**src/rtl/vrams_pkg.sv**
```systemverilog
// Shared VRAMS constants and types, also used by the VRAMS storage and the VGA scanout.
package vrams_pkg;

    localparam int VRAMS_DEPTH  = 48;
    localparam int VRAMS_ADDR_W = 9;
    localparam int VRAMS_DATA_W = 16;
    localparam int VRAMS_FCNT_W = 6;

    typedef enum logic {
        IDLE,
        FILL
    } fill_state_t;

endpackage

```
**src/rtl/vrams_hold_buf.sv**
```systemverilog
// One-entry CPU write holding buffer with stall, plus the out-of-range check and
// saturating drop counter.
module vrams_hold_buf
    import vrams_pkg::*;
#(
    parameter int DEPTH  = VRAMS_DEPTH,
    parameter int ADDR_W = VRAMS_ADDR_W,
    parameter int DATA_W = VRAMS_DATA_W
) (
    input  logic              clk,
    input  logic              rst,
    input  logic              ok,
    input  logic              cpu_we,
    input  logic [ADDR_W-1:0] cpu_addr,
    input  logic [DATA_W-1:0] cpu_data,
    output logic              cpu_busy,
    output logic              hb_valid,
    output logic [ADDR_W-1:0] hb_addr,
    output logic [DATA_W-1:0] hb_data,
    output logic [7:0]        drop_cnt
);

    logic accept;
    logic in_range;
    logic hb_issue;

    // The buffer drains whenever ok, so it can refill in the same cycle it issues.
    assign hb_issue = hb_valid & ok;
    assign cpu_busy = hb_valid & ~ok;
    assign accept   = cpu_we & ~cpu_busy;
    assign in_range = cpu_addr < ADDR_W'(DEPTH);

    always_ff @(posedge clk or negedge rst) begin
        if (!rst) begin
            hb_valid <= 1'b0;
            hb_addr  <= '0;
            hb_data  <= '0;
            drop_cnt <= '0;
        end else begin
            if (accept && in_range) begin
                hb_valid <= 1'b1;
                hb_addr  <= cpu_addr;
                hb_data  <= cpu_data;
            end else if (hb_issue) begin
                hb_valid <= 1'b0;
            end
            if (accept && !in_range && drop_cnt != 8'hFF) begin
                drop_cnt <= drop_cnt + 8'd1;
            end
        end
    end

endmodule

```
**src/rtl/vrams_write_scheduler.sv**
```systemverilog
// Merges CPU writes and the hardware fill engine onto the single VRAMS write port,
// optionally gating commits to display blanking.
module vrams_write_scheduler
    import vrams_pkg::*;
#(
    parameter int DEPTH      = VRAMS_DEPTH,
    parameter int ADDR_W     = VRAMS_ADDR_W,
    parameter int DATA_W     = VRAMS_DATA_W,
    parameter int BLANK_SYNC = 1
) (
    input  logic              clk,
    input  logic              rst,
    input  logic              cpu_we,
    input  logic [ADDR_W-1:0] cpu_addr,
    input  logic [DATA_W-1:0] cpu_data,
    output logic              cpu_busy,
    input  logic              fill_start,
    input  logic [DATA_W-1:0] fill_value,
    output logic              fill_busy,
    output logic              fill_done,
    input  logic              blank,
    output logic [7:0]        drop_cnt,
    output logic              vram_we,
    output logic [ADDR_W-1:0] vram_addr,
    output logic [DATA_W-1:0] vram_data
);

    logic                    ok;
    logic                    hb_valid;
    logic [ADDR_W-1:0]       hb_addr;
    logic [DATA_W-1:0]       hb_data;
    logic                    cpu_issue;
    logic                    fill_issue;
    logic                    last_cell;
    fill_state_t             state, state_nx;
    logic [VRAMS_FCNT_W-1:0] fcnt, fcnt_nx;
    logic [DATA_W-1:0]       fill_val, fill_val_nx;
    logic                    done_nx;

    assign ok = (BLANK_SYNC == 0) || blank;

    vrams_hold_buf #(
        .DEPTH  (DEPTH),
        .ADDR_W (ADDR_W),
        .DATA_W (DATA_W)
    ) u_hold_buf (
        .clk      (clk),
        .rst      (rst),
        .ok       (ok),
        .cpu_we   (cpu_we),
        .cpu_addr (cpu_addr),
        .cpu_data (cpu_data),
        .cpu_busy (cpu_busy),
        .hb_valid (hb_valid),
        .hb_addr  (hb_addr),
        .hb_data  (hb_data),
        .drop_cnt (drop_cnt)
    );

    // CPU buffer has priority; the fill simply stalls a cycle on collision.
    assign cpu_issue  = hb_valid & ok;
    assign fill_issue = (state == FILL) & ok & ~cpu_issue;
    assign last_cell  = fcnt == VRAMS_FCNT_W'(DEPTH - 1);
    assign fill_busy  = (state == FILL);

    always_comb begin
        state_nx    = state;
        fcnt_nx     = fcnt;
        fill_val_nx = fill_val;
        done_nx     = 1'b0;
        case (state)
            IDLE: begin
                if (fill_start) begin
                    fill_val_nx = fill_value;
                    fcnt_nx     = '0;
                    state_nx    = FILL;
                end
            end
            FILL: begin
                if (fill_issue) begin
                    if (last_cell) begin
                        state_nx = IDLE;
                        done_nx  = 1'b1;
                    end else begin
                        fcnt_nx = fcnt + 1'b1;
                    end
                end
            end
            default: state_nx = IDLE;
        endcase
    end

    always_ff @(posedge clk or negedge rst) begin
        if (!rst) begin
            state     <= IDLE;
            fcnt      <= '0;
            fill_val  <= '0;
            fill_done <= 1'b0;
        end else begin
            state     <= state_nx;
            fcnt      <= fcnt_nx;
            fill_val  <= fill_val_nx;
            fill_done <= done_nx;
        end
    end

    // Address and data hold their last value between writes.
    always_ff @(posedge clk or negedge rst) begin
        if (!rst) begin
            vram_we   <= 1'b0;
            vram_addr <= '0;
            vram_data <= '0;
        end else begin
            vram_we <= cpu_issue | fill_issue;
            if (cpu_issue) begin
                vram_addr <= hb_addr;
                vram_data <= hb_data;
            end else if (fill_issue) begin
                vram_addr <= {{(ADDR_W - VRAMS_FCNT_W){1'b0}}, fcnt};
                vram_data <= fill_val;
            end
        end
    end

endmodule

```
**config.mk**
```make
export PLATFORM = sky130hd
export DESIGN_NAME = vrams_write_scheduler
export DESIGN_NICKNAME = d
export VERILOG_FILES = /design/src/rtl/vrams_pkg.sv /design/src/rtl/vrams_hold_buf.sv /design/src/rtl/vrams_write_scheduler.sv
export SDC_FILE = /design/constraint.sdc
export NUM_CORES = 1
export LEC_CHECK = 0
export CORE_ASPECT_RATIO = 0.8
export CORE_MARGIN = 4
export CORE_UTILIZATION = 28
export CTS_CLUSTER_DIAMETER = 50
export DETAILED_ROUTE_END_ITERATION = 8
export SYNTH_ARGS = -nofsm -noshare
export SYNTH_HDL_FRONTEND = slang
export SYNTH_SLANG_ARGS = --single-unit
```
**constraint.sdc**
```tcl
create_clock -name clk -period 2.1 [get_ports clk]
set_input_delay 0.21 -clock clk [delete_from_list [all_inputs] [get_ports clk]]
set_output_delay 0.21 -clock clk [all_outputs]
set_load 0.1 [all_outputs]
```
==> results of run 1 <==
worst max-delay path, cell delays in order, from the launching register on:
cell	delay (ps)
dfrtp_1	440
ha_1	240
nand3_1	160
o31a_1	280
nor2_1	120
a221o_1	310
final timing paths:
path                       slack, ps  cells after the start                            endpoint                               from
setup / recovery                 430                      5                 fcnt[1]$_DFFE_PN0P_                fcnt[0]$_DFFE_PN0P_
max in group asynchronous       1020                      3  u_hold_buf.hb_data[14]$_DFFE_PN0P_                                rst
hold / removal                   340                      2            vram_addr[7]$_DFFE_PN0P_                              blank
min in group asynchronous        440                      2                   vram_we$_DFF_PN0_                                rst
setup reg to reg                 430                      5                 fcnt[1]$_DFFE_PN0P_                fcnt[0]$_DFFE_PN0P_
hold reg to reg                  500                      1   u_hold_buf.hb_addr[7]$_DFFE_PN0P_  u_hold_buf.hb_addr[7]$_DFFE_PN0P_
layout make-up:
type                       instances  area, um2  area share
tap                              175      219.0     0.04400
inverter                          21      78.83     0.01584
sequential                        84       2105      0.4229
clock buffer                       9      225.2     0.04526
clock inverter                     7      98.84     0.01986
timing repair buffer              90      833.3      0.1675
multi-input combinational        208       1416      0.2846
where the power goes:
| part | leakage, nW | switching [mW] | total (mW) | internal, mW |
|---|---|---|---|---|
| Sequential | 0.994 | 0.470 | 2.70 | 2.23 |
| Combinational | 1.05 | 3.02 | 4.07 | 1.05 |
| Clock | 0.156 | 0.651 | 1.70 | 1.05 |
registers in the layout (all words and copies together), names as in the netlist:
signal / flops
fcnt: 6
vram_we: 1
vram_data: 16
fill_busy: 1
u_hold_buf.hb_data: 16
u_hold_buf.drop_cnt: 8
vram_addr: 9
u_hold_buf.hb_addr: 9
u_hold_buf.hb_valid: 1
fill_done: 1
fill_val: 16
routing by layer:
layer	track usage	up-vias	routed length, um
li1	-	1355	-
met1	0.1801	1336	4663
met2	0.1805	99	3936
met3	0.03689	17	540
met4	0.05776	2	227
met5	0	-	20
cell families after synthesis:
group	count (synthesis)	synth area share
compound gates	97	0.1599
flops	84	0.5703
simple gates	78	0.1100
buf+inv	41	0.04616
mux	24	0.09029
xor+xnor	7	0.01663
fa+ha+maj	2	0.006788
synth_stat cells (all sizes together):
master	n	area, um2
xnor2	1	8.760
ha	2	25.02
mux2	23	322.8
inv	21	78.83
buf	6	38.78
nand2	25	93.84
nor3	4	20.02
and2	3	18.77
o32a	1	10.01
nor2	7	28.78
nand3	23	127.6
o21ai	37	185.2
o2bb2ai	1	8.760
o311a	1	10.01
a2111oi	1	27.53
a21oi	22	110.1
o211ai	1	7.510
nor4	5	31.28
nor2b	1	6.260
a32o	3	30.03
o31a	1	8.760
nand3b	4	33.78
and3b	1	8.760
clkbuf	14	52.55
dfrtp	84	2102
a211o	1	8.760
mux2i	1	10.01
or2	1	6.260
nand2b	2	15.02
a221o	1	10.01
a21o	1	7.510
a22o	1	8.760
nand4	1	6.260
nor4b	1	8.760
o22ai	25	156.4
xor2	6	52.55
stage by stage:
step	total power, mW	util
3_3_place_gp	6.744	0.3607
3_5_place_dp	6.803	0.3607
4_1_cts	8.535	0.3866
2_1_floorplan	5.757	-
5_1_grt	8.887	0.3866
6_report	8.469	0.3866
==> flow_summary.ini, run 1 <==
[final_layout]
final_cells = 594
drive_gt1_frac = 0.2243
fillers = 1292
fin_nets = 462
final_common_cell = dfrtp_1
diodes = 0
fin_area_mm2 = 0.004976
area.growth.synth_to_final_pct = 35.00
layout_common_cells = dfrtp_1 (82), clkdlybuf4s50_1 (43), buf_4 (41)

[clock_tree]
numCtsBuffers = 9
clk_path_buf_depth = 2
cts_setup_buffers = 0
h-tree-depth = 3
path_clk_slew_ps = 60
tritoncts = yes
cts_sinks = 84
clock-root-buffer = clkbuf_16
clock_latency_ps = 330
hold_buffers = 1
ctsResizeCount = 0

[synthesis]
synth_nets = 381
ys_seq_elements = 84
synthCells = 333
yosys_warnings = 0
synth_cell_types = 43
ys_seq_area_frac = 0.5703
netlist_area_mm2 = 0.003686
synth_area_per_cell_um2 = 11.07

[global_route]
grt_usage = 0.1278
grt_antenna_before_repair = 1
grt_pass1_wl_um = 15320
grt_max_degree = 48
grt_pass1_vias = 2834
grt_overflow = 0

[power_and_ir_drop]
p_leak_nw = 2.200
ir_drop_uv = 928.3
power.density_mw_per_mm2 = 1702

[outcome]
status = complete, no violations

[route]
wire_per_inst_um = 15.80
dr.pass1.iters = 5
vias = 2809
antenna_left = 0
drc = 0
routed_wirelength_um = 9387
detailedRoute.firstIterationViolations = 156
via_per_inst = 4.729

[timing]
fin_skew_ps = 8.993
fin_ws_ps = 434.3
setup_tns_ps = 0
fin_crit_ps = 1666
timing.fmax_ghz = 0.6004
rsz0062_at_grt = no
slew_viol_final = 0
tightest_slew_ps = 983.6
min_period_over_period = 0.7932
relSlewSlack = 0.3413
whs_ps = 344.1
hold_viol = 0
setup_viol = 0

[placed_design]
placed_area_mm2 = 0.004642
port_buffers = 82
dp_hpwl_um = 6627
place_inst = 577
dp_slack_ps = 114.4
gp_congestion = 0.8051

[setup_path]
critPathCaptureType = flip-flop
critPathLaunchType = flip-flop
worst-path-max-fanout = 5
cp.arrival_ps = 1880
cp.required_ps = 2310
worstSetupPathType = flip-flop to flip-flop

[die]
initial_core_util = 0.2864
die_w_um = 136.3
core_mm2 = 0.01287
die_y_um = 110.6
io_pins = 83
die_area_mm2 = 0.01508
rows = 37

[worst_hold_path]
hold_path_class = input port to flip-flop

[job]
maxCapViolations = 0
Power figures use the tool's default switching activity.
==> run 2: changes to the inputs <==
- clock period: 2.1 -> 1.75 ns (I/O delays scaled with it)
==> flow_summary.ini, run 2 (synthesized netlist as in run 1, its figures left out) <==
[outcome]
status = complete, no violations

[timing]
fin_skew_ps = 7.282
rsz0062_at_grt = no
relSlewSlack = 0.6832
fin_ws_ps = 97.00
fin_crit_ps = 1653
tightest_slew_ps = 475.1
timing.fmax_ghz = 0.6050
slew_viol_final = 0
min_period_over_period = 0.9446
setup_viol = 0
hold_viol = 0
whs_ps = 321.7

[power_and_ir_drop]
ir_drop_uv = 1710
power_mw = 10.29
p_leak_nw = 2.254
power.density_mw_per_mm2 = 2016

[die]
rows = 37
core_mm2 = 0.01287
die_y_um = 110.6
die_area_mm2 = 0.01508
initial_core_util = 0.2864
die_w_um = 136.3
io_pins = 83

[setup_path]
crit_slowest_cell = dfrtp_2
rrSetupSlack_ps = 100
critPathCaptureType = flip-flop
critPathLaunchType = flip-flop
cp.arrival_ps = 1870
max_stage_delay_ps = 440
cp.required_ps = 1960
worstSetupPathType = flip-flop to flip-flop
crit_family = compound AO/OA/AOI/OAI gates
path_cells = ha_1 > nand3_1 > nor3_1 > o311a_1 > a211o_1
worst-path-max-fanout = 5
path_buf_inv = 0

[final_layout]
drive_gt1_frac = 0.2564
area.growth.synth_to_final_pct = 38.53
final_common_cell = dfrtp_1
fin_nets = 472
layout_common_cells = dfrtp_1 (74), buf_4 (48), clkdlybuf4s50_1 (44)
fin_area_mm2 = 0.005106
reg_top3 = fill_val (16), u_hold_buf.hb_data (16), vram_data (16)
diodes = 0

[placed_design]
placed_area_mm2 = 0.004768
port_buffers = 82
dp_hpwl_um = 6869
dp_slack_ps = -184.8
gp_congestion = 0.8401

[global_route]
grt_usage = 0.1289
grt_pass1_wl_um = 15620
grt_max_degree = 49
grt_antenna_before_repair = 1
grt_pass1_vias = 2931
grt_overflow = 0

[clock_tree]
clock-root-buffer = clkbuf_16
path_clk_slew_ps = 60
h-tree-depth = 3
numCtsBuffers = 9
tritoncts = yes
cts_sinks = 84
clock_latency_ps = 330
clk_path_buf_depth = 2

[route]
antenna_left = 0
dr.pass1.iters = 4
vias = 2867
drc = 0
routed_wirelength_um = 9390
wire_per_inst_um = 15.55
detailedRoute.firstIterationViolations = 154
via_per_inst = 4.747

[worst_hold_path]
hold_path_class = input port to async pin

[job]
maxCapViolations = 0
run 2: cell count changes in the layout (fill, tap and decap cells not counted), sizes merged:
cell and change:
inv -1, clkdlybuf4s50 +1, buf +9, clkinv -2
clkinvlp +1, clkbuf +2
run 2: power breakdown:
| group | switching, mW | internal, mW | total, mW | leakage (nW) |
|---|---|---|---|---|
| Combinational | 3.63 | 1.33 | 4.96 | 1.11 |
| Clock | 0.753 | 1.29 | 2.05 | 0.152 |
| Sequential | 0.590 | 2.69 | 3.28 | 0.987 |
run 2: cell type report:
type	instances	area, um2
Fill cell	1282	7764
Tap cell	175	219.0
Multi-Input combinational cell	208	1416
Sequential cell	84	2115
Timing Repair Buffer	100	950.9
Inverter	21	78.83
Clock buffer	11	242.7
Clock inverter	5	83.83
run 2: final timing paths:
kind,startpoint,to,depth (start not counted)
min in group clk,fill_value[9],fill_val[9]$_DFFE_PN0P_,3
worst max register to register,fcnt[0]$_DFFE_PN0P_,fcnt[3]$_DFFE_PN0P_,5
worst min register to register,u_hold_buf.hb_addr[8]$_DFFE_PN0P_,u_hold_buf.hb_addr[8]$_DFFE_PN0P_,1
worst min-delay path,rst,u_hold_buf.hb_addr[2]$_DFFE_PN0P_,2
max in group asynchronous,rst,fcnt[0]$_DFFE_PN0P_,3
worst max-delay path,fcnt[0]$_DFFE_PN0P_,fcnt[3]$_DFFE_PN0P_,5
run 2: stage by stage:
step             util  setup TNS (ps)  instances
3_3_place_gp   0.3705           -3828        587
3_5_place_dp   0.3705           -5839        587
2_1_floorplan       -          -88.85        333
5_1_grt        0.3968               0        604
6_report       0.3968               0        604
4_1_cts        0.3967               0        604
run 2: what timing repair did:
action	4_1_cts	5_1_grt
hold buffers	1	0
resized for setup	0	1
hold endpoints to repair	26	0
setup endpoints to repair	0	1
setup buffers	0	0
run 2: layer usage:
layer	part of all wire	GRT usage
met5	0.0013	0
met4	0.013	0.03694
met3	0.079	0.04872
met2	0.43	0.1841
met1	0.47	0.1815
run 2: worst register-to-register path, cell delays in order (launching register included):
cell,delay [ps]
dfrtp_2,440
ha_1,220
nand3_1,150
nor3_1,100
o311a_1,360
a211o_1,270
==> run 3: changes to the inputs <==
- RECOVER_POWER: default -> 50
- SLEW_MARGIN: default -> 20
==> flow_summary.ini, run 3 (synthesized netlist as in run 1, its figures left out) <==
[outcome]
status = complete, no violations

[setup_path]
path_cells = ha_1 > nand3_1 > nor3_1 > o311a_1 > a211o_1
reg2reg_to = fcnt[3]$_DFFE_PN0P_
r2r_start = fcnt[0]$_DFFE_PN0P_
worst-path-max-fanout = 5
critPathCaptureType = flip-flop
reg2regPathDepth = 5
cp.required_ps = 1970
rrSetupSlack_ps = 100
worstSetupPathType = flip-flop to flip-flop
path_buf_inv = 0
critPathLaunchType = flip-flop
max_stage_delay_ps = 440
crit_slowest_cell = dfrtp_2
cp_num_cells = 5
cp.arrival_ps = 1870
crit_family = compound AO/OA/AOI/OAI gates

[route]
via_per_inst = 4.745
detailedRoute.firstIterationViolations = 133
dr.pass1.iters = 4
vias = 2866
antenna_left = 0
wire_per_inst_um = 15.54
drc = 0
routed_wirelength_um = 9388

[final_layout]
utilization = 0.3909
reg_top3 = fill_val (16), u_hold_buf.hb_data (16), vram_data (16)
area.growth.synth_to_final_pct = 36.49
ff_latch_area_mm2 = 0.002115
multi_input_area_mm2 = 0.001416
final_cells = 604
fin_area_mm2 = 0.005031
diodes = 0
fin_nets = 472
layout_common_cells = dfrtp_1 (74), clkdlybuf4s50_1 (44), o21ai_0 (37)
fillers = 1292
drive_gt1_frac = 0.2564
final_common_cell = dfrtp_1

[global_route]
grt_max_degree = 49
grt_usage = 0.1289
grt_pass1_wl_um = 15620
grt_util_met3 = 0.04872
met1_usage = 0.1815
grt_antenna_before_repair = 1
grt_pass1_vias = 2931
top_usage_layer = met2
met2_usage = 0.1841
grt_overflow = 0

[worst_hold_path]
hold-path-endpoint = fill_val[9]$_DFFE_PN0P_
whs_path_depth = 3
worstHoldStart = fill_value[9]
hold_path_class = input port to flip-flop

[timing]
slew_viol_final = 0
fin_skew_ps = 6.837
tightest_slew_ps = 713.8
min_period_over_period = 0.9457
hold_viol = 0
fin_crit_ps = 1655
setup_viol = 0
timing.fmax_ghz = 0.6043
rsz0062_at_grt = no
relSlewSlack = 0.5242

[clock_tree]
clock-root-buffer = clkbuf_16
cts_sinks = 84
clock_latency_ps = 330
path_clk_slew_ps = 60
tritoncts = yes
clk_path_buf_depth = 2
cts_setup_buffers = 0
numCtsBuffers = 9
h-tree-depth = 3

[power_and_ir_drop]
power_mw = 10.16
p_leak_nw = 2.231
ir_drop_uv = 1685
power.density_mw_per_mm2 = 2019

[placed_design]
placed_area_mm2 = 0.004768
dp_hpwl_um = 6869
gp_congestion = 0.8401
place_inst = 587
port_buffers = 82

[die]
die_w_um = 136.3
io_pins = 83
die_area_mm2 = 0.01508
die_y_um = 110.6
rows = 37
core_mm2 = 0.01287
initial_core_util = 0.2864

[job]
maxCapViolations = 0
==> run 3: changes by cell type in the layout (fill, tap and decap cells not counted), sizes merged <==
| cell | delta |
|---|---|
| buf | -20 |
| clkbuf | +20 |
==> run 3: repair_timing <==
| item | in CTS | in global routing |
|---|---|---|
| hold buffers | 1 | 0 |
| endpoints found under the setup margin | 0 | 1 |
| endpoints found under the hold margin | 26 | 0 |
| gates resized for setup | 0 | 1 |
==> run 3: worst max path at each step <==
stage / start / end / slack [ps]
3_3_place_gp: cpu_addr[4] / u_hold_buf.drop_cnt[1]$_DFFE_PN0P_ / -150
2_1_floorplan: u_hold_buf.drop_cnt[0]$_DFFE_PN0P_ / u_hold_buf.drop_cnt[1]$_DFFE_PN0P_ / -90
6_report: fcnt[0]$_DFFE_PN0P_ / fcnt[3]$_DFFE_PN0P_ / 100
5_1_grt: rst / fcnt[0]$_DFFE_PN0P_ / 8
3_5_place_dp: cpu_addr[4] / u_hold_buf.drop_cnt[1]$_DFFE_PN0P_ / -180
4_1_cts: fcnt[0]$_DFFE_PN0P_ / fcnt[3]$_DFFE_PN0P_ / 100
==> run 3: layer usage <==
layer,up-vias,wire [um],part of all wire
met2,64,4076,0.43
met3,11,671,0.071
met1,1413,4505,0.48
met5,-,12,0.0013
li1,1376,-,-
met4,2,121,0.013
==> run 3: worst reg2reg max path: cells and delay by family (launching register included) <==
family	cells	cell delay, ps
AND/OR/NAND/NOR	2	250
adder cells (fa/ha/maj)	1	220
flip-flops	1	440
AO/OA/AOI/OAI	2	630
==> run 3: area by class of cell <==
type / instances / share of cell area
inverter: 21 / 0.01567
sequential: 84 / 0.4203
timing repair buffer: 100 / 0.1741
tap: 175 / 0.04352
multi-input combinational: 208 / 0.2815
clock inverter: 5 / 0.01666
clock buffer: 11 / 0.04825
==> run 3: power by group <==
part           internal (mW)  switching (mW)  total (mW)
Clock                   1.29           0.757        2.05
Sequential              2.69           0.577        3.27
Combinational           1.20            3.63        4.83
Total                   5.19            4.96        10.2
==> run 3: through the flow <==
| stage | setup TNS [ps] | hold WS [ps] | setup WS, ps |
|---|---|---|---|
| CTS | 0 | 324.1 | 99.65 |
| detailed placement | -5839 | 129.5 | -184.8 |
| floorplan | -88.85 | -120.6 | -88.85 |
| global route | 0 | 416.7 | 8.062 |
| finish | 0 | 406.7 | 95.06 |
| global placement | -3828 | 122.8 | -154.9 |
